<file path="config.mk">
export PLATFORM = sky130hd
export DESIGN_NAME = spram_initiator
export DESIGN_NICKNAME = d
export VERILOG_FILES = /design/src/rtl/spram_pkg.sv /design/src/rtl/spram_rsp_fifo.sv /design/src/rtl/spram_initiator.sv
export SDC_FILE = /design/constraint.sdc
export NUM_CORES = 1
export LEC_CHECK = 0
export BUFFER_PORTS_ARGS = -buffer_cell sky130_fd_sc_hd__buf_2
export CELL_PAD_IN_SITES_DETAIL_PLACEMENT = 1
export CELL_PAD_IN_SITES_GLOBAL_PLACEMENT = 2
export CORE_MARGIN = 3
export CORE_UTILIZATION = 42
export DETAILED_ROUTE_END_ITERATION = 8
export PLACE_DENSITY = 0.86
export SYNTH_ARGS = -nofsm -noshare
export SYNTH_HDL_FRONTEND = slang
export SYNTH_SLANG_ARGS = --single-unit
</file>
<file path="constraint.sdc">
create_clock -name clk -period 8.59 [get_ports clk]
set_clock_uncertainty 0.05 [all_clocks]
set_input_delay 0.4295 -clock clk [delete_from_list [all_inputs] [get_ports clk]]
set_output_delay 0.4295 -clock clk [all_outputs]
set_load 0.01 [all_outputs]
</file>
<file path="src/rtl/spram_pkg.sv">
// Shared types and default parameters for the single-port SRAM initiator.
package spram_pkg;

  localparam int DEF_WIDTH     = 32;
  localparam int DEF_SIZE      = 2048;
  localparam int DEF_MAX_LEN   = 16;
  localparam int DEF_RSP_DEPTH = 4;

  typedef enum logic [1:0] {
    IDLE  = 2'd0,
    WRITE = 2'd1,
    READ  = 2'd2
  } spram_init_state_t;

endpackage

</file>
<file path="src/rtl/spram_rsp_fifo.sv">
// First-word fall-through response FIFO holding {last, data} for returned read beats.
module spram_rsp_fifo #(
  parameter  int DW    = 33,
  parameter  int DEPTH = 4,
  localparam int PW    = $clog2(DEPTH),
  localparam int CW    = $clog2(DEPTH + 1)
) (
  input  logic          clk,
  input  logic          rst,
  input  logic          push,
  input  logic [DW-1:0] push_data,
  input  logic          pop,
  output logic [DW-1:0] head,
  output logic          valid,
  output logic [CW-1:0] count
);

  logic [DW-1:0] mem [DEPTH];
  logic [PW-1:0] wr_ptr;
  logic [PW-1:0] rd_ptr;
  logic          pop_ok;

  function automatic logic [PW-1:0] next_ptr(input logic [PW-1:0] p);
    return (p == PW'(DEPTH - 1)) ? '0 : p + PW'(1);
  endfunction

  assign valid  = (count != '0);
  assign pop_ok = pop && valid;
  // Head is forced to zero when empty so the response port reads 0 out of reset.
  assign head   = valid ? mem[rd_ptr] : '0;

  always_ff @(posedge clk) begin
    if (push) mem[wr_ptr] <= push_data;
  end

  always_ff @(posedge clk or posedge rst) begin
    if (rst) begin
      wr_ptr <= '0;
      rd_ptr <= '0;
      count  <= '0;
    end else begin
      if (push)   wr_ptr <= next_ptr(wr_ptr);
      if (pop_ok) rd_ptr <= next_ptr(rd_ptr);
      case ({push, pop_ok})
        2'b10:   count <= count + CW'(1);
        2'b01:   count <= count - CW'(1);
        default: count <= count;
      endcase
    end
  end

  // The initiator's credit check must make a push into a full FIFO impossible.
  assert property (@(posedge clk) disable iff (rst)
    !(push && !pop_ok && (count == CW'(DEPTH))));

endmodule

</file>
<file path="src/rtl/spram_initiator.sv">
// Burst command front-end for a one-cycle SRAM: registered strobes, credit-limited reads.
module spram_initiator
  import spram_pkg::*;
#(
  parameter  int WIDTH     = DEF_WIDTH,
  parameter  int SIZE      = DEF_SIZE,
  parameter  int MAX_LEN   = DEF_MAX_LEN,
  parameter  int RSP_DEPTH = DEF_RSP_DEPTH,
  localparam int AW        = $clog2(SIZE),
  localparam int LW        = $clog2(MAX_LEN)
) (
  input  logic             clk,
  input  logic             rst,
  input  logic             cmd_valid,
  output logic             cmd_ready,
  input  logic             cmd_write,
  input  logic [AW-1:0]    cmd_addr,
  input  logic [LW-1:0]    cmd_len,
  input  logic             wr_valid,
  output logic             wr_ready,
  input  logic [WIDTH-1:0] wr_data,
  output logic             rsp_valid,
  input  logic             rsp_ready,
  output logic [WIDTH-1:0] rsp_data,
  output logic             rsp_last,
  output logic             busy,
  output logic             sram_wen,
  output logic             sram_ren,
  output logic [AW-1:0]    sram_waddr,
  output logic [AW-1:0]    sram_raddr,
  output logic [WIDTH-1:0] sram_wdata,
  input  logic [WIDTH-1:0] sram_rdata,
  input  logic             sram_ready
);

  localparam int CW = $clog2(RSP_DEPTH + 1);
  localparam int UW = CW + 1;

  spram_init_state_t state_q, state_d;
  logic [AW-1:0]  addr_q;
  logic [LW-1:0]  beats_q;
  logic [1:0]     outstanding_q;
  logic [3:0]     tag_q;
  logic [1:0]     tag_idx;
  logic [CW-1:0]  fifo_count;
  logic [WIDTH:0] fifo_head;
  logic [UW-1:0]  credits_used;
  logic           accept, wr_beat, issue, ret, last_beat;

  assign last_beat    = (beats_q == '0);
  assign ret          = sram_ready && (outstanding_q != 2'd0);
  assign credits_used = UW'(outstanding_q) + UW'(fifo_count);
  assign tag_idx      = ret ? outstanding_q - 2'd1 : outstanding_q;

  always_comb begin
    state_d   = state_q;
    accept    = 1'b0;
    wr_beat   = 1'b0;
    issue     = 1'b0;
    cmd_ready = 1'b0;
    wr_ready  = 1'b0;
    case (state_q)
      IDLE: begin
        cmd_ready = 1'b1;
        if (cmd_valid) begin
          accept  = 1'b1;
          state_d = cmd_write ? WRITE : READ;
        end
      end
      WRITE: begin
        wr_ready = 1'b1;
        if (wr_valid) begin
          wr_beat = 1'b1;
          if (last_beat) state_d = IDLE;
        end
      end
      READ: begin
        // Only issue when a FIFO slot is guaranteed for the returning beat.
        if (credits_used < UW'(RSP_DEPTH)) begin
          issue = 1'b1;
          if (last_beat) state_d = IDLE;
        end
      end
      default: state_d = IDLE;
    endcase
  end

  always_ff @(posedge clk or posedge rst) begin
    if (rst) begin
      state_q       <= IDLE;
      addr_q        <= '0;
      beats_q       <= '0;
      outstanding_q <= 2'd0;
      tag_q         <= '0;
      sram_wen      <= 1'b0;
      sram_ren      <= 1'b0;
      sram_waddr    <= '0;
      sram_raddr    <= '0;
      sram_wdata    <= '0;
    end else begin
      state_q  <= state_d;
      sram_wen <= wr_beat;
      sram_ren <= issue;
      if (accept) begin
        addr_q  <= cmd_addr;
        beats_q <= cmd_len;
      end else if (wr_beat || issue) begin
        addr_q  <= addr_q + AW'(1);
        beats_q <= beats_q - LW'(1);
      end
      if (wr_beat) begin
        sram_waddr <= addr_q;
        sram_wdata <= wr_data;
      end
      if (issue) sram_raddr <= addr_q;
      case ({issue, ret})
        2'b10:   outstanding_q <= outstanding_q + 2'd1;
        2'b01:   outstanding_q <= outstanding_q - 2'd1;
        default: outstanding_q <= outstanding_q;
      endcase
      // In-order tag queue: oldest at bit 0; a new tag lands after the survivors.
      if (ret) tag_q <= {1'b0, tag_q[3:1]};
      if (issue) tag_q[tag_idx] <= last_beat;
    end
  end

  spram_rsp_fifo #(
    .DW    (WIDTH + 1),
    .DEPTH (RSP_DEPTH)
  ) u_rsp_fifo (
    .clk       (clk),
    .rst       (rst),
    .push      (ret),
    .push_data ({tag_q[0], sram_rdata}),
    .pop       (rsp_valid && rsp_ready),
    .head      (fifo_head),
    .valid     (rsp_valid),
    .count     (fifo_count)
  );

  assign rsp_data = fifo_head[WIDTH-1:0];
  assign rsp_last = fifo_head[WIDTH];
  assign busy     = (state_q != IDLE) || (fifo_count != '0) || (outstanding_q != 2'd0);

endmodule

</file>
==> run metrics <==
vias per cell 5.25; fin crit period 3.01 ns; clock-pin slew on the worst setup and hold paths 0.06 ns; Synthesis Warnings 0; antenna violation net count after detailed routing 0; VDD IR-drop max 0.166 mV; number of flops mapped to enable cells by yosys 132; crit path max fanout 35; GPL Wtd Cong 0.812; largest net degree at the start of global routing 87; CORE AREA 20500 um^2; CTS tree built; period utilisation layout 0.350; Pwr Density 375 nW/um^2; I/O Buffers about 180; Final setup violation count 0; commonest non-fill, non-tap cell in the layout buf_2; fin nets between 800 and 900; synthesized instance count 528; Hold Path Cell Cnt 1; Top Family by Delay on Critical Path compound AO/OA/AOI/OAI gates; crit start category register; CP max stage cell a21oi_2; setup TNS 0 ns; fill count 2026; Hold Vio Cnt, Final 0; DR vias ~5300; DRC errors left 0; Seq/Total Area, Yosys 0.688; starting DRC count in detailed routing 159; CP max stage delay 0.86 ns; Starting Density 0.433; Max Fclk 0.332 GHz; P&R area growth vs syn 22.0%; Slew Limit Fails 0; first-pass GRT wire length 31300 um; die area around 23000 um^2; hpwl dp 13200 um; root buffer cell clkbuf_16; critical path class register to register; CP arrival 3.34 ns; # rows 52; stages on the worst setup path 7; worst-path cell chain inv_1 > ha_1 > nand2_1 > inv_2 > a21oi_2 > mux2i_1 > mux2_2; CP bufs+invs 2; drt pass-1 iters 5; Syn Area/Cell 16.8 um^2; Total Power 4.07 mW; post-synthesis cell area 8880 um^2; count of cell types in the netlist 43; CP required 8.92 ns; routed len/inst 19.9 um; total congestion overflow 0; cts bufs inserted 25; io pins roughly 180; ys async rst share 0.394; CTS resizes 0; H-tree levels 1; share of cells above drive strength 1 0.437; status complete, no violations; Die Y 151 um; antenna violations before repair 1; clk sink count 218; Crit. End Element register; clock buffer depth 3; RSZ-0062 raised after global routing no; leakage 4.34 nW; Primary FF master, synth edfxtp_1; syn_nets roughly 630; Setup Buffers After CTS 0; Worst Tran Pin Value ~1.1 ns; gr usage total 0.174; vias in the first global route just under 6000; #FFs+latches synth 218; Rel. slew slack 0.270; max-cap viol count 0; die width 151 um; Detailed Route WL 20000 um; worst hold path type primary input to register; worst-skew pair later-pin latency 0.50 ns; R2R cell count 7; commonest non-fill, non-tap cells in the layout 178 x buf_2, 132 x edfxtp_1, 85 x dfrtp_1; CTS Hold Buffers Added 0
[logic make-up after synthesis]
family	share of synthesized area
flip-flops	0.688
buffers and inverters	0.0211
adder cells (fa/ha/maj)	0.0220
AO/OA/AOI/OAI	0.0299
AND/OR/NAND/NOR	0.0649
multiplexers	0.166
XOR/XNOR	0.00789
[cells in the mapped netlist, drive strengths merged, types with 2 or more instances]
cell    number  share of area
or4          5         0.0042
nand4        2         0.0014
mux4        33          0.084
inv         21         0.0089
a31oi        9         0.0063
o21ai       14         0.0079
xor2         3         0.0030
nand3        7         0.0039
edfxtp     132           0.45
mux2i       11          0.012
or3          7         0.0049
nand2b       3         0.0021
a21oi        4         0.0027
o31ai        4         0.0034
nor3         5         0.0028
buf         12         0.0072
xnor2        5         0.0049
ha          14          0.020
clkbuf      12         0.0051
and2        38          0.027
nor2        15         0.0063
mux2        55          0.070
dfrtp       86           0.24
nand2       17         0.0072
[cell type report]
class | instances | area [um^2] | area share
clock buffer | 26 | 629 | 0.0581
inverter | 21 | 80.1 | 0.00739
clock inverter | 19 | 175 | 0.0162
timing repair buffer | 181 | 913 | 0.0843
antenna | 1 | 2.50 | 0.000231
tap | 270 | 338 | 0.0312
multi-input combinational | 265 | 2580 | 0.238
sequential | 218 | 6120 | 0.564
[where the power goes]
part	leakage [nW]	switching, mW	internal, mW
Combinational	1.72	0.745	0.667
Clock	0.402	0.408	0.622
Sequential	2.22	0.183	1.44
[routing by layer]
layer  share of wire  routed length (um)  global-route usage  vias up
met5         0.00065                  13                   0        -
met4           0.014                 275              0.0381        2
met3           0.074                1480              0.0455       26
met2            0.50               10000               0.298      172
met1            0.41                8180               0.225     2692
li1                -                   -                   -     2362
[through the flow]
step | hold WS, ns | cell area, um^2 | util | cells | worst slack (ns)
2_1_floorplan | 0.421 | 8880 | - | 528 | 5.83
3_3_place_gp | 0.415 | 10000 | 0.490 | 955 | 5.76
3_5_place_dp | 0.419 | 10000 | 0.490 | 955 | 5.55
4_1_cts | 0.0699 | 10800 | 0.529 | 1000 | 5.52
5_1_grt | 0.0753 | 10800 | 0.529 | 1000 | 5.28
6_report | 0.0913 | 10800 | 0.529 | 1001 | 5.58
[flip-flops by register name, indices dropped and copies added, names as in the netlist]
signal / flops
u_rsp_fifo.rd_ptr: 2
sram_raddr: 11
addr_q: 11
beats_q: 4
u_rsp_fifo.count: 3
sram_wen: 1
outstanding_q: 2
u_rsp_fifo.wr_ptr: 2
tag_q: 4
sram_waddr: 11
state_q: 2
sram_wdata: 32
sram_ren: 1
u_rsp_fifo.mem: 132
[final timing paths]
kind	start	endpoint	slack (ns)
worst max-delay path	state_q[1]	beats_q[1]	5.58
worst min register to register	sram_raddr[10]	sram_raddr[10]	0.45
max in group asynchronous	rst	u_rsp_fifo.rd_ptr[0]	7.50
min in group asynchronous	rst	sram_wdata[28]	0.25
worst min-delay path	sram_rdata[9]	u_rsp_fifo.mem[0][9]	0.09
worst max register to register	state_q[1]	beats_q[1]	5.58
[worst register-to-register path, stage by stage, from the launching register on]
cell     delay [ns]
dfrtp_1        0.35
inv_1          0.07
ha_1           0.21
nand2_1        0.43
inv_2          0.45
a21oi_2        0.86
mux2i_1        0.17
mux2_2         0.30
(Power assumes the default switching activity.)
